--- src/rtl/crypt_pipe_rot_out.sv ---
// crypt_pipe_rot_out: two-stage rotating-key Caesar cipher on one-hot letters.
// Stage 1 classifies the character, selects the current key and rotates the
// one-hot letter field; stage 2 turns the rotated one-hot back into ASCII.
module crypt_pipe_rot_out #(
  parameter logic [7:0] ERR_CHAR = 8'h3F
) (
  input  logic        clk,
  input  logic        rst,
  input  logic        en,
  input  logic        is_alpha_upper_case,
  input  logic        is_alpha_low_case,
  input  logic [31:0] extended_shift_data,
  input  logic [7:0]  k1,
  input  logic [7:0]  k2,
  input  logic [7:0]  k3,
  input  logic [2:0]  rot_freq,
  input  logic        mode,
  output logic        en_out,
  output logic [7:0]  dout,
  output logic        err_out
);

  // ---------------- stage 1: classify, pick key, rotate ----------------
  logic [25:0] w_field;
  logic        w_onehot;
  logic        w_any_flag;
  logic        w_good_alpha;
  logic        w_malformed;
  logic [7:0]  w_key;
  logic [4:0]  w_shift;
  logic [51:0] w_dbl;
  logic [51:0] w_dbl_fwd;
  logic [51:0] w_dbl_bwd;
  logic [25:0] w_rotated;
  logic [3:0]  w_cnt_next;

  assign w_field      = extended_shift_data[31:6];
  assign w_onehot     = (w_field != 26'd0) && ((w_field & (w_field - 26'd1)) == 26'd0);
  assign w_any_flag   = is_alpha_upper_case | is_alpha_low_case;
  assign w_good_alpha = w_any_flag & ~(is_alpha_upper_case & is_alpha_low_case) & w_onehot;
  assign w_malformed  = w_any_flag & ~w_good_alpha;

  logic [1:0] r_key_idx;
  logic [2:0] r_alpha_cnt;

  assign w_key   = (r_key_idx == 2'd0) ? k1 : (r_key_idx == 2'd1) ? k2 : k3;
  assign w_shift = 5'(w_key % 8'd26);

  // Doubling the field turns a cyclic rotate into a plain shift plus a slice.
  assign w_dbl     = {w_field, w_field};
  assign w_dbl_fwd = w_dbl << w_shift;
  assign w_dbl_bwd = w_dbl >> w_shift;
  assign w_rotated = mode ? w_dbl_bwd[25:0] : w_dbl_fwd[51:26];

  assign w_cnt_next = {1'b0, r_alpha_cnt} + 4'd1;

  // Key schedule: advances only on well-formed alpha characters.
  // NOTE: sequential state uses non-blocking (<=) so every register samples
  // pre-edge values; blocking here would create order-dependent races.
  always_ff @(posedge clk or negedge rst) begin
    if (!rst) begin
      r_key_idx   <= 2'd0;
      r_alpha_cnt <= 3'd0;
    end else if (en && w_good_alpha) begin
      if (rot_freq == 3'd0) begin
        r_key_idx   <= 2'd0;
        r_alpha_cnt <= 3'd0;
      end else if (w_cnt_next >= {1'b0, rot_freq}) begin
        r_alpha_cnt <= 3'd0;
        r_key_idx   <= (r_key_idx == 2'd2) ? 2'd0 : r_key_idx + 2'd1;
      end else begin
        r_alpha_cnt <= w_cnt_next[2:0];
      end
    end
  end

  logic        r_s1_valid;
  logic        r_s1_alpha;
  logic        r_s1_upper;
  logic        r_s1_err;
  logic [25:0] r_s1_data;

  // Stage-1 register: valid always tracks en, data loads only on valid chars.
  always_ff @(posedge clk or negedge rst) begin
    if (!rst) begin
      r_s1_valid <= 1'b0;
      r_s1_alpha <= 1'b0;
      r_s1_upper <= 1'b0;
      r_s1_err   <= 1'b0;
      r_s1_data  <= 26'd0;
    end else begin
      r_s1_valid <= en;
      if (en) begin
        r_s1_alpha <= w_good_alpha;
        r_s1_upper <= is_alpha_upper_case;
        r_s1_err   <= w_malformed;
        r_s1_data  <= w_good_alpha ? w_rotated : {18'd0, extended_shift_data[7:0]};
      end
    end
  end

  // ---------------- stage 2: one-hot to ASCII ----------------
  logic [4:0] w_idx;
  logic [7:0] w_char;

  // One-hot to binary index of the rotated letter.
  // NOTE: the default assignment before the loop keeps this purely
  // combinational; without it a path that assigns nothing infers a latch.
  always_comb begin
    w_idx = 5'd0;
    for (int i = 0; i < 26; i++) begin
      if (r_s1_data[i]) w_idx = 5'(i);
    end
  end

  // Select the output byte for the character held in stage 1.
  always_comb begin
    w_char = r_s1_data[7:0];
    if (r_s1_err)
      w_char = ERR_CHAR;
    else if (r_s1_alpha)
      w_char = (r_s1_upper ? 8'd65 : 8'd97) + {3'd0, w_idx};
  end

  logic       r_en_out;
  logic [7:0] r_dout;
  logic       r_err;

  // Output register: data loads only for valid characters.
  always_ff @(posedge clk or negedge rst) begin
    if (!rst) begin
      r_en_out <= 1'b0;
      r_dout   <= 8'd0;
      r_err    <= 1'b0;
    end else begin
      r_en_out <= r_s1_valid;
      if (r_s1_valid) begin
        r_dout <= w_char;
        r_err  <= r_s1_err;
      end
    end
  end

  // Bubbles read as zero without disturbing the held data.
  assign en_out  = r_en_out;
  assign dout    = r_en_out ? r_dout : 8'd0;
  assign err_out = r_en_out & r_err;

endmodule

--- config.mk ---
export PLATFORM = sky130hd
export DESIGN_NAME = crypt_pipe_rot_out
export DESIGN_NICKNAME = d
export VERILOG_FILES = /design/src/rtl/crypt_pipe_rot_out.sv
export SDC_FILE = /design/constraint.sdc
export NUM_CORES = 1
export LEC_CHECK = 0
export ABC_AREA = 0
export CAP_MARGIN = 25
export CORE_MARGIN = 3
export CORE_UTILIZATION = 35
export CTS_BUF_LIST = sky130_fd_sc_hd__clkbuf_16
export CTS_CLUSTER_SIZE = 40
export DETAILED_ROUTE_END_ITERATION = 16
export GPL_TIMING_DRIVEN = 0
export PLACE_DENSITY = 0.5
export SLEW_MARGIN = 15
export SYNTH_ARGS = -nofsm -noshare
export SYNTH_HDL_FRONTEND = slang
export SYNTH_SLANG_ARGS = --single-unit
--- constraint.sdc ---
create_clock -name clk -period 4.3 [get_ports clk]
set_input_delay 0.86 -clock clk [delete_from_list [all_inputs] [get_ports clk]]
set_output_delay 0.86 -clock clk [all_outputs]
set_load 0.05 [all_outputs]
==> metrics.txt <==
fin crit share=0.994; Routed Antenna Nets=0; largest net degree at the start of global routing=31; routed vias=~10000; top cells by count, synth=nand2_1, mux2i_1, nor2_1; IO buf count=66; largest family of logic cells by synthesized area=compound AO/OA/AOI/OAI gates; Die W=between 150 and 200 µm; 1st-iter DRT viols=1023; Clock Skew=a little under 10 ps; share of post-route cells with drive strength above 1=0.293; Multi-input gate area=approximately 7100 µm²; min Tclk post-route=between 4000 and 5000 ps; Ant. Diodes=0; core area=21300 µm²; hold_ws=379 ps; grt total ovfl=0; most frequent cell after synthesis=nand2_1; io pins=between 70 and 80; Sink Count=45; Synth Area in Adders=0.0137; Internal=1.51 mW; ys flop type=dfrtp_1; H-tree lvl count=2; Final Power=a little under 3 mW; main area contributors after synthesis=dfrtp_1, mux2i_1, nand2_1; Worst Hold Class=flip-flop to flip-flop; routed wire length=approximately 38000 µm; Psw=between 1 and 1.5 mW; row cnt=53; Compound-Gate Fraction of Synth Area=0.357; global-route wire length before repair=~57000 µm; Clock Path Buffers=2; ys async rst share=1.00; GRT Overall Usage=0.304; Post-Synth XOR/XNOR Area=0.00570; FF+latch area=between 1000 and 1500 µm²; placed insts=1444; post-synthesis mux area share=0.150; Sequential Power Share=0.154; Yosys top cell by area=dfrtp_1; worst-margin pin slew=1130 ps; Clk pwr share=0.131; max incr delay on CP=460 ps; Clock Tree Root=clkbuf_16; syn_area_per_cell=between 6 and 7 µm²; Mapped Nets=approximately 1200; vias in the first global route=9516; Die Y=approximately 150 µm; Worst Path Max Fanout=6; Fmax=roughly 0.23 GHz; pre-CTS WS=-1390 ps; Post-synth EDFFs=0; switching portion of total power=0.491; Critical Path Sink Type=flip-flop; Seq/Total Area, Yosys=0.147; DR pass1 iterations=8; fin. max-slew vios=0; worst-skew pair later-pin latency=290 ps; routed len/inst=24.8 µm; initial antenna violation count=0; Cells after Synth=about 1100; Area Overhead vs Synth=42.0%; initial core utilization=0.361; number of remaining DRC errors=0; CTS Buf Count=5; Final #Nets=around 1300; utilization after layout=0.512; Filler cells=roughly 2100; Crit path required time=about 4400 ps; Gate power share=0.716; Post-Synth Simple-Gate Area=0.257; Yosys top cell area share=0.147; Power Dens Cells=approximately 270 nW/µm²; post-DP HPWL=~29000 µm; Worst-path clk slew=70 ps; max_slew headroom=0.240; outcome=completed; min setup slack post-route=26.3 ps; Yosys Warn Count=0; crit start category=input pin; Critical-path top delay cell=clkdlybuf4s50_1; #FFs+latches synth=between 40 and 50; peak supply drop=around 0.15 mV; Unique masters post-synth=96; Arrival @ worst endpoint=~4400 ps; Post-Layout Cell Count=roughly 1500; critical path, cell by cell=clkdlybuf4s50_1, nand2_1, o21a_4, buf_4, a21oi_4, o32a_1, o211a_4, nor3_4, buf_12, buf_4, nor2_4, buf_12, mux2i_4, o22ai_2, a211oi_2, o21ba_4, o2111ai_2, o211ai_1; Pleak=4.46 nW; final-report hold violation count=0; setup violators final=0; area of the mapped netlist=between 7000 and 8000 µm²; DR vias/cell=roughly 6.5; Setup CP Type=input pin to flip-flop; Max-Cap Viols=0; die area=23800 µm²; CTS tree=yes; GP Congestion=just over 1
[logic make-up (layout without fill, tap and decap cells)]
kind of cell	Yosys count	in the layout
multiplexers	112	112
adder cells (fa/ha/maj)	9	9
flip-flops	45	45
buffers and inverters	113	275
AO/OA/AOI/OAI	388	388
XOR/XNOR	5	5
AND/OR/NAND/NOR	430	430
[cells in the final DEF, fill, tap and decap left out, types with 9 or more instances in the layout]
cell / count
nand2_1: 175
buf_4: 101
nor2_1: 80
a21oi_1: 56
o21ai_0: 55
mux2i_1: 54
dfrtp_1: 45
clkdlybuf4s50_1: 45
nor3_1: 38
nand3_1: 33
inv_1: 22
mux2i_2: 22
o21ai_1: 22
o211ai_1: 20
clkbuf_1: 17
clkbuf_2: 17
dlymetal6s2s_1: 17
mux2i_4: 16
a31oi_1: 16
and3_1: 15
mux2_2: 14
and2_1: 13
buf_2: 13
a211oi_2: 12
a211oi_1: 10
clkbuf_4: 10
or3_1: 10
a22oi_1: 10
buf_6: 10
nor2_2: 9
o21ai_4: 9
[metrics by stage]
stage | area [µm²] | TNS, ps
CTS | 10100 | -21.6
floorplan | 7680 | 0
detailed placement | 8700 | -31810
finish | 10900 | 0
global route | 10900 | -210
global placement | 8690 | -32910
[metal layers]
metal  vias to the layer above  wire length, µm  part of all wire  track usage
li1                       4487                -                 -            -
met1                      4819            16400              0.43        0.426
met2                       609            16700              0.44        0.469
met3                       126             3360             0.088       0.0554
met4                         0             1760             0.046        0.108
met5                         -                0                 0            0
[critical path: cells and delay by family]
family / cells / cell delay, ps
multiplexers: 1 / 310
buffers and inverters: 5 / 1080
AND/OR/NAND/NOR: 3 / 430
AO/OA/AOI/OAI: 9 / 1700
[timing repair]
item                                    CTS  global route
buffers inserted                         59            31
gates resized for setup                 185           133
cloned                                    0             1
hold buffers                              0             0
endpoints found under the setup margin   33            27
pin swaps                                45            44
[layout make-up]
class                      instances  area share
buffer                            88      0.0549
tap                              275      0.0315
clock inverter                     3     0.00195
sequential                        45       0.103
inverter                          22     0.00757
clock buffer                       5      0.0115
multi-input combinational        944       0.655
timing repair buffer             157       0.134
[registers in the layout, summed over array words and instances, names as in the netlist]
| signal | flops |
|---|---|
| r_s1_data | 26 |
| r_dout | 8 |
| r_alpha_cnt | 3 |
| r_key_idx | 2 |
| en_out | 1 |
| r_err | 1 |
| r_s1_alpha | 1 |
| r_s1_err | 1 |
| r_s1_upper | 1 |
| r_s1_valid | 1 |
[final timing paths]
kind,to,slack (ps),depth (start not counted),start
hold reg to reg,en_out,380,0,r_s1_valid
setup / recovery,r_s1_data[5],30,18,k3[3]
setup reg to reg,r_s1_data[5],160,17,r_key_idx[1]
hold / removal,en_out,380,0,r_s1_valid
min in group asynchronous,r_dout[3],490,1,rst
max in group asynchronous,r_s1_data[6],3310,2,rst
[power by group through the flow]
stage	clock network (mW)	logic [mW]	registers, mW
finish	0.388	2.12	0.456
global route	0.418	2.21	0.459
floorplan	0	1.04	0.461
detailed placement	0	1.56	0.465
CTS	0.397	1.89	0.457
global placement	0	1.58	0.464
(Power assumes the default switching activity.)
